## src/rtl/mem_arbiter_pkg.sv

```systemverilog
// Shared types for the two-requester memory arbiter.
//   state_e   : arbiter FSM states
//   side_e    : which requester was granted most recently
//   mem_req_t : request captured at grant time and replayed on the memory port
package mem_arbiter_types;

    typedef enum logic [1:0] {
        IDLE    = 2'd0,
        GRANT_I = 2'd1,
        GRANT_D = 2'd2
    } state_e;

    typedef enum logic {
        SIDE_I = 1'b0,
        SIDE_D = 1'b1
    } side_e;

    typedef struct packed {
        logic        rd;
        logic        wr;
        logic [3:0]  be;
        logic [31:0] addr;
        logic [31:0] wdata;
    } mem_req_t;

    localparam logic [3:0] BE_NONE = 4'b0000;
    localparam logic [3:0] BE_ALL  = 4'b1111;

endpackage

```

## src/rtl/mem_watchdog.sv

```systemverilog
// Wait counter for an outstanding memory access plus a sticky timeout flag.
//   clk, rst_n : clock, synchronous active-low reset
//   clr_i      : restart the count (new grant)
//   active_i   : an access is outstanding this cycle
//   resp_i     : memory responded this cycle
//   timeout_o  : sticky, set once the count reaches TIMEOUT_CYCLES
module mem_watchdog #(
    parameter int unsigned TIMEOUT_CYCLES = 256
) (
    input  logic clk,
    input  logic rst_n,
    input  logic clr_i,
    input  logic active_i,
    input  logic resp_i,
    output logic timeout_o
);

    localparam int unsigned   CW    = $clog2(TIMEOUT_CYCLES + 1);
    localparam logic [CW-1:0] LIMIT = CW'(TIMEOUT_CYCLES);

    logic [CW-1:0] cnt_q, cnt_d;
    logic          timeout_q, timeout_d;

    // Counter stops at LIMIT so it never wraps while the FSM keeps waiting.
    always_comb begin
        cnt_d = cnt_q;
        if (clr_i)
            cnt_d = '0;
        else if (active_i && !resp_i && (cnt_q != LIMIT))
            cnt_d = cnt_q + 1'b1;
        timeout_d = timeout_q | (cnt_d == LIMIT);
    end

    always_ff @(posedge clk) begin
        if (!rst_n) begin
            cnt_q     <= '0;
            timeout_q <= 1'b0;
        end else begin
            cnt_q     <= cnt_d;
            timeout_q <= timeout_d;
        end
    end

    assign timeout_o = timeout_q;

endmodule

```

## src/rtl/mem_arbiter.sv

```systemverilog
// Arbitrates an instruction port and a data port onto one memory port.
//   clk, rst_n        : clock, synchronous active-low reset
//   inst_*            : instruction read requester (held until inst_resp)
//   data_*            : data read/write requester (held until data_resp)
//   mem_*             : shared memory port; request fields are registered
//   proto_err         : sticky, data_read and data_write seen together
//   timeout           : sticky, an access waited TIMEOUT_CYCLES without mem_resp
module mem_arbiter
    import mem_arbiter_types::*;
#(
    parameter int unsigned TIMEOUT_CYCLES = 256
) (
    input  logic        clk,
    input  logic        rst_n,
    input  logic        inst_read,
    input  logic [31:0] inst_address,
    output logic        inst_resp,
    output logic [31:0] inst_rdata,
    input  logic        data_read,
    input  logic        data_write,
    input  logic [3:0]  data_byte_enable,
    input  logic [31:0] data_address,
    input  logic [31:0] data_wdata,
    output logic        data_resp,
    output logic [31:0] data_rdata,
    output logic        mem_read,
    output logic        mem_write,
    output logic [3:0]  mem_byte_enable,
    output logic [31:0] mem_address,
    output logic [31:0] mem_wdata,
    input  logic        mem_resp,
    input  logic [31:0] mem_rdata,
    output logic        proto_err,
    output logic        timeout
);

    state_e   state_q, state_d;
    side_e    last_q, last_d;
    mem_req_t req_q, req_d;
    logic     perr_q, perr_d;
    logic     grant;
    logic     data_want;

    assign data_want = data_read | data_write;

    always_comb begin
        state_d = state_q;
        last_d  = last_q;
        req_d   = req_q;
        perr_d  = perr_q;
        grant   = 1'b0;
        case (state_q)
            IDLE: begin
                if (data_read && data_write)
                    perr_d = 1'b1;
                // On a tie, serve whichever side was not served last.
                if (inst_read && (!data_want || last_q == SIDE_D)) begin
                    grant   = 1'b1;
                    state_d = GRANT_I;
                    last_d  = SIDE_I;
                    req_d   = '{rd: 1'b1, wr: 1'b0, be: BE_ALL,
                                addr: inst_address, wdata: 32'h0};
                end else if (data_want) begin
                    grant   = 1'b1;
                    state_d = GRANT_D;
                    last_d  = SIDE_D;
                    // An illegal read+write is carried out as a write.
                    req_d   = '{rd: !data_write, wr: data_write,
                                be: data_byte_enable,
                                addr: data_address, wdata: data_wdata};
                end
            end
            GRANT_I, GRANT_D: begin
                // Back to IDLE always costs one cycle so requesters can drop.
                if (mem_resp) begin
                    state_d  = IDLE;
                    req_d.rd = 1'b0;
                    req_d.wr = 1'b0;
                    req_d.be = BE_NONE;
                end
            end
            default: state_d = IDLE;
        endcase
    end

    always_ff @(posedge clk) begin
        if (!rst_n) begin
            state_q <= IDLE;
            last_q  <= SIDE_I;
            req_q   <= '0;
            perr_q  <= 1'b0;
        end else begin
            state_q <= state_d;
            last_q  <= last_d;
            req_q   <= req_d;
            perr_q  <= perr_d;
        end
    end

    mem_watchdog #(
        .TIMEOUT_CYCLES(TIMEOUT_CYCLES)
    ) u_wdog (
        .clk      (clk),
        .rst_n    (rst_n),
        .clr_i    (grant),
        .active_i (state_q != IDLE),
        .resp_i   (mem_resp),
        .timeout_o(timeout)
    );

    assign mem_read        = req_q.rd;
    assign mem_write       = req_q.wr;
    assign mem_byte_enable = req_q.be;
    assign mem_address     = req_q.addr;
    assign mem_wdata       = req_q.wdata;

    assign inst_resp  = mem_resp & (state_q == GRANT_I);
    assign data_resp  = mem_resp & (state_q == GRANT_D);
    assign inst_rdata = mem_rdata;
    assign data_rdata = mem_rdata;
    assign proto_err  = perr_q;

endmodule

```

## config.mk

```make
export PLATFORM = sky130hd
export DESIGN_NAME = mem_arbiter
export DESIGN_NICKNAME = d
export VERILOG_FILES = /design/src/rtl/mem_arbiter_pkg.sv /design/src/rtl/mem_watchdog.sv /design/src/rtl/mem_arbiter.sv
export SDC_FILE = /design/constraint.sdc
export NUM_CORES = 1
export LEC_CHECK = 0
export ABC_AREA = 1
export CORE_UTILIZATION = 33
export DETAILED_ROUTE_END_ITERATION = 16
export PLACE_DENSITY = 0.78
export REMOVE_ABC_BUFFERS = 1
export SETUP_SLACK_MARGIN = 0.3
export SYNTH_ARGS = -nofsm -noshare
export SYNTH_HDL_FRONTEND = slang
export SYNTH_SLANG_ARGS = --single-unit
```

## constraint.sdc

```tcl
create_clock -name clk -period 1.86 [get_ports clk]
set_clock_uncertainty 0.2 [all_clocks]
set_input_delay 0.186 -clock clk [delete_from_list [all_inputs] [get_ports clk]]
set_output_delay 0.186 -clock clk [all_outputs]
set_load 0.02 [all_outputs]
```

Word-level counts from Yosys, hierarchy flattened --
Index checks and enable logic that the tools add are counted.
Storage, ports and cells: bits in registers 84, input bits 138, output and inout bits 138, word-level logic and storage cells 53
Cells by class: add/subtract/negate cells 1, equal/unequal tests 6, mux-type cells 15, bitwise gates (word level) 4, reduce and logical (&&, ||, !) cells 17
Operator list (number):
- 2-to-1 mux 70 bit | 2
- 2-to-1 mux 9 bit | 2
- one-hot mux 6 bit (2 select lines) | 1
- adder 9 x 1 -> 9 bit, second input constant | 1
- == test 9 bit, second input constant | 1
- != test 9 bit, second input constant | 1
- 2-to-1 mux 2 bit | 3
- 2-to-1 mux 6 bit | 1
- AND reduction 2 bit | 3
- nonzero test 2 bit | 3
- 2-to-1 mux 1 bit | 5
- logical AND 1 bit | 4
- one-hot mux 2 bit (2 select lines) | 1
- logical NOT 1 bit | 3
- != test 3 bit, second input constant | 1
- AND reduction 3 bit | 1
- bitwise AND 1 bit | 2
- == test 2 x 1 -> 1 bit, second input constant | 1
- == test 2 bit, second input constant | 1
- logical NOT 2 bit | 1
- != test 2 bit, second input constant | 1
- OR 1 bit | 2
- OR reduction 2 bit | 1
- logical OR 1 bit | 1

Longest topological paths before layout --
depth after elaboration 9, depth in mapped cells 13, mapped depth without buffers 13

Cells and area by module --
Synthesis repeated with hierarchy kept, for this count alone.
Second synthesis, totals: cell total of the unflattened synthesis 647, area total of the unflattened synthesis 4342.9 sq um
Modules (own cells, without submodules):
- mem_arbiter | instances 1, cells an instance 553, area an instance 3734.8 sq um, sequential area each 1481.4 sq um
- mem_watchdog | instances 1, cells an instance 94, area an instance 608.1 sq um, sequential area each 200.2 sq um

Worst setup path after synthesis --
Ideal clock, no wire load.
path kind register to register, start point register state_q[0], end point register req_q, in the netlist mem_byte_enable[0], setup time 0.132 ns, arrival time 1.489 ns, required time 1.528 ns, setup slack 0.039 ns, cell stages (with the launch flop) 9, buffers on the path 0, period minus slack after synthesis 1.821 ns, path through dfxtp_1 inv_1 ha_1 nand2_1 o21ai_1 a21oi_1 inv_1 nand2_1 a21oi_1
Between the ends: cells in the longest elaborated chain, start to end 4, elaborated cells between the ends (all ways) 9, classes of those cells eq/ne: 4; mux: 1; reduce/logical: 4
RTL lines:
- start: declaration | RTL line mem_arbiter.sv:37 | state_e state_q, state_d;
- start signal: assignment | RTL line mem_arbiter.sv:93 | state_q <= state_d;
- == test 2 x 1 -> 1 bit / == test 2 bit (equally long branches) | RTL line mem_arbiter.sv:52 | case (state_q)
- OR reduction 2 bit | RTL line mem_arbiter.sv:52
- != test 2 bit (no line) / nonzero test 2 bit (equally long branches)
- AND reduction 3 bit (no line)
- end signal: assignment | RTL line mem_arbiter.sv:95 | req_q <= req_d;
- end: declaration | RTL line mem_arbiter.sv:39 | mem_req_t req_q, req_d;
Parallel ways exist; a longest one is shown, timed or not. A chain may end at the register's enable or synchronous reset.

Worst setup path in the final report --
start point register state_q[0], end point register req_q, in the netlist mem_wdata[26]
Between the ends: cells in the longest elaborated chain, start to end 2
RTL lines (RTL line):
- logical NOT 2 bit | mem_arbiter.sv:52
- AND reduction 2 bit (no line)
Every way passes these cells.

==> summary.txt <==
Global routing
  – GRT Util Overall: 22.21%
  – Gr ovfl total: 0
  – Largest net degree at the start of global routing: 53
  – First-pass GRT wire length: 21.81 mm
  – Antenna violations before repair: 0
  – Number of global-route vias before repair: 3965

Setup path
  – Flop-to-flop setup slack: 100 ps
  – Reg-to-Reg End: mem_wdata[26]
  – Worst path arrival time: 1830 ps
  – Crit end category: flop
  – Reg2reg start: state_q[0]
  – Crit path kind: flop to flop
  – CP Launch Type: flop
  – CP max FO: 5
  – R2R cell count: 10
  – Worst EP required: 1940 ps

Logic synthesis
  – Synthesized area per cell: 7.297 sq um
  – Dominant cell type by area after synthesis: dfxtp_1
  – Cell variety after synth: 25
  – Synthesized area: 4166 sq um
  – Synth Instances: 571
  – Seq cells post-synth: 84
  – Number of synthesized flops with an enable pin: 0
  – Yosys warning total: 0
  – Synth cell count leaders: nand2_1, dfxtp_1, buf_4
  – Yosys top cell area share: 40.36%
  – Cell with the most instances after synthesis: nand2_1
  – Top post-synthesis cells by area: dfxtp_1, nand2_1, buf_4
  – Post-synthesis sequential area ratio: 40.36%
  – Ys flop type: dfxtp_1
  – Async SR Flop Fraction: 0%

Timing
  – Slew HR: 77.10%
  – Achievable Freq: 569.7 MHz
  – Final Slew Violations: 0
  – Final worst slack: 104.7 ps
  – Minimum clock period: 1755 ps
  – Final Hold Fails: 0
  – Setup violators final: 0
  – TNS Setup: 0 ps
  – Worst Tran Pin Value: 343.5 ps
  – Crit share post-route: 94.37%
  – Hold slack: 172.0 ps
  – RSZ-0062 raised after global routing: yes

Die
  – Core area: 12160 sq um
  – FP Rows: 40
  – Die height: 114.4 microns
  – Die ar.: 13080 sq um
  – Initial core utilization: 34.26%
  – Die extent in x: 114.4 microns
  – I/O Pins: 276

Routing
  – WL/cell: 16.47 microns
  – DRC viols: 0
  – DR vias: 4193
  – Via/cell ratio: 4.690
  – Final ANT Viol Nets: 0
  – Drt total wl: 14.72 mm
  – DR pass1 iterations: 4
  – Initial DRC count: 218

Run
  – Max-cap violations: 0

Final layout
  – Post-Route Utilization: 54.43%
  – Nets: 864
  – Layout cells sized above 1: 19.56%
  – Synthesis-to-layout area growth: 58.89%
  – Antenna Cells: 0

Pwr
  – Power Density: 943.8 nW/um^2
  – Clk network pwr share: 26.5%
  – LEAKAGE: 3.134 nW
  – Overall power: 0.006248 W
  – Sw Ratio: 33.51%
  – Gate power share: 38.5%
  – Internal Dissipation: 0.004154 W
  – Net Sw Power: 0.002093 W
  – Max VDD drop: 0.0003839 V
  – Flop pwr share: 35.0%

Clocking
  – Inserted Clock Buffers: 9
  – Hold-fix buffers, CTS: 0
  – H-Tree Depth: 3
  – Root buf cell: clkbuf_16
  – Clock Tree Buf Depth: 2
  – TritonCTS Sinks: 84
  – CTS tree: yes
  – Clk Latency, worst-skew pair: 340 ps
  – Worst-path clk slew: 60 ps

Min path
  – Hold EP: inst_rdata[23]
  – Hold path depth: 0
  – Worst Hold Launch: mem_rdata[23]
  – Hold/Removal Path Class: input pin to primary output

Placed design
  – Routability cong.: 0.7834
  – DP Worst Slack: -154.2 ps
  – Port Buffer Count: 179
  – Hpwl dp: 10.14 mm

Status
  – Status: finished, final reports clean
-- timing repair --
| item | in CTS | in global routing |
|---|---|---|
| setup buffers | 12 | 1 |
| pin swaps | 16 | 14 |
| endpoints found under the setup margin | 156 | 84 |
| gates cloned | 4 | 1 |
| gates resized for setup | 125 | 51 |
-- routing by layer --
metal  vias to the layer above  part of all wire, %  track usage, %
li1                       2055                    -               -
met1                      1910                   44           27.63
met2                       206                   42           30.83
met3                        19                   13           13.87
met4                         3                  1.4           6.926
met5                         -                 0.47           4.706
-- flip-flops by register name, indices dropped and copies added, names as in the netlist, 2 cells and up --
register,cells
mem_address,32
mem_byte_enable,4
mem_wdata,32
state_q,2
u_wdog.cnt_q,9
-- power groups by stage --
stage / Clock (W) / Combinational, W / Sequential [W]
after floorplan: 0 / 0.000669 / 0.00250
after global placement: 0 / 0.00211 / 0.00222
after detailed placement: 0 / 0.00212 / 0.00222
after CTS: 0.00171 / 0.00227 / 0.00218
after global routing: 0.00179 / 0.00259 / 0.00221
final: 0.00166 / 0.00240 / 0.00218
-- final cells by class --
class | count | area, sq um
clock buffer | 12 | 246.5
clock inverter | 4 | 25.02
fill | 1192 | 5542
inverter | 59 | 229.0
multi-input combinational | 335 | 1872
sequential | 84 | 1689
tap | 168 | 210.2
timing repair buffer | 232 | 2349
-- cells by family after synthesis --
family | count (synthesis) | share of synthesized area [%]
simple gates | 244 | 24.50
buf+inv | 152 | 20.78
compound gates | 85 | 12.64
flops | 84 | 40.36
fa+ha+maj | 5 | 1.502
xor+xnor | 1 | 0.2102
-- worst max-delay path: stages (launching register included) --
cell,delay [ps]
dfxtp_2,320
inv_2,80
ha_4,150
buf_6,110
nand2_8,60
buf_6,120
nor2_4,200
buf_12,150
buf_12,120
nand2_1,70
a21oi_2,110
-- placed cells by master (no fill, tap or decap), types with 2 or more instances in the layout --
| cell type | count |
|---|---|
| clkbuf_16 | 10 |
| nor2_4 | 3 |
| clkinv_2 | 2 |
| dfxtp_2 | 3 |
| o211ai_1 | 36 |
| dlygate4sd2_1 | 72 |
| nand3_1 | 45 |
| inv_2 | 11 |
| buf_16 | 2 |
| ha_4 | 4 |
| a21oi_2 | 15 |
| nand2_4 | 9 |
| nand2_2 | 11 |
| nor2_1 | 14 |
| nor3_1 | 2 |
| o21ai_2 | 2 |
| nand3_2 | 5 |
| nor2_2 | 3 |
| inv_1 | 45 |
| clkdlybuf4s50_1 | 105 |
| nand2_1 | 149 |
| dfxtp_1 | 80 |
| clkinvlp_4 | 2 |
| clkbuf_1 | 2 |
| buf_6 | 9 |
| buf_12 | 11 |
| buf_4 | 31 |
| a21oi_1 | 30 |
-- how the worst max path moves through the flow --
stage                                from                 end  cells past startpoint  slack [ps]
after floorplan                    last_q        mem_wdata[0]                      5        -310
after global placement          data_read  mem_byte_enable[3]                      8         -80
after detailed placement        data_read  mem_byte_enable[2]                      8        -150
after CTS                      state_q[1]        mem_wdata[4]                     10         150
after global routing      u_wdog.cnt_q[3]    u_wdog.timeout_o                     11           2
final                          state_q[0]       mem_wdata[26]                     10         100
-- through the flow --
| stage | instance area [sq um] | instances |
|---|---|---|
| 6_report | 6620 | 894 |
| 3_3_place_gp | 5887 | 860 |
| 3_5_place_dp | 5887 | 860 |
| 4_1_cts | 6407 | 892 |
| 5_1_grt | 6620 | 894 |
| 2_1_floorplan | 3522 | 478 |
Note: power is estimated with default switching activity, not from simulation.
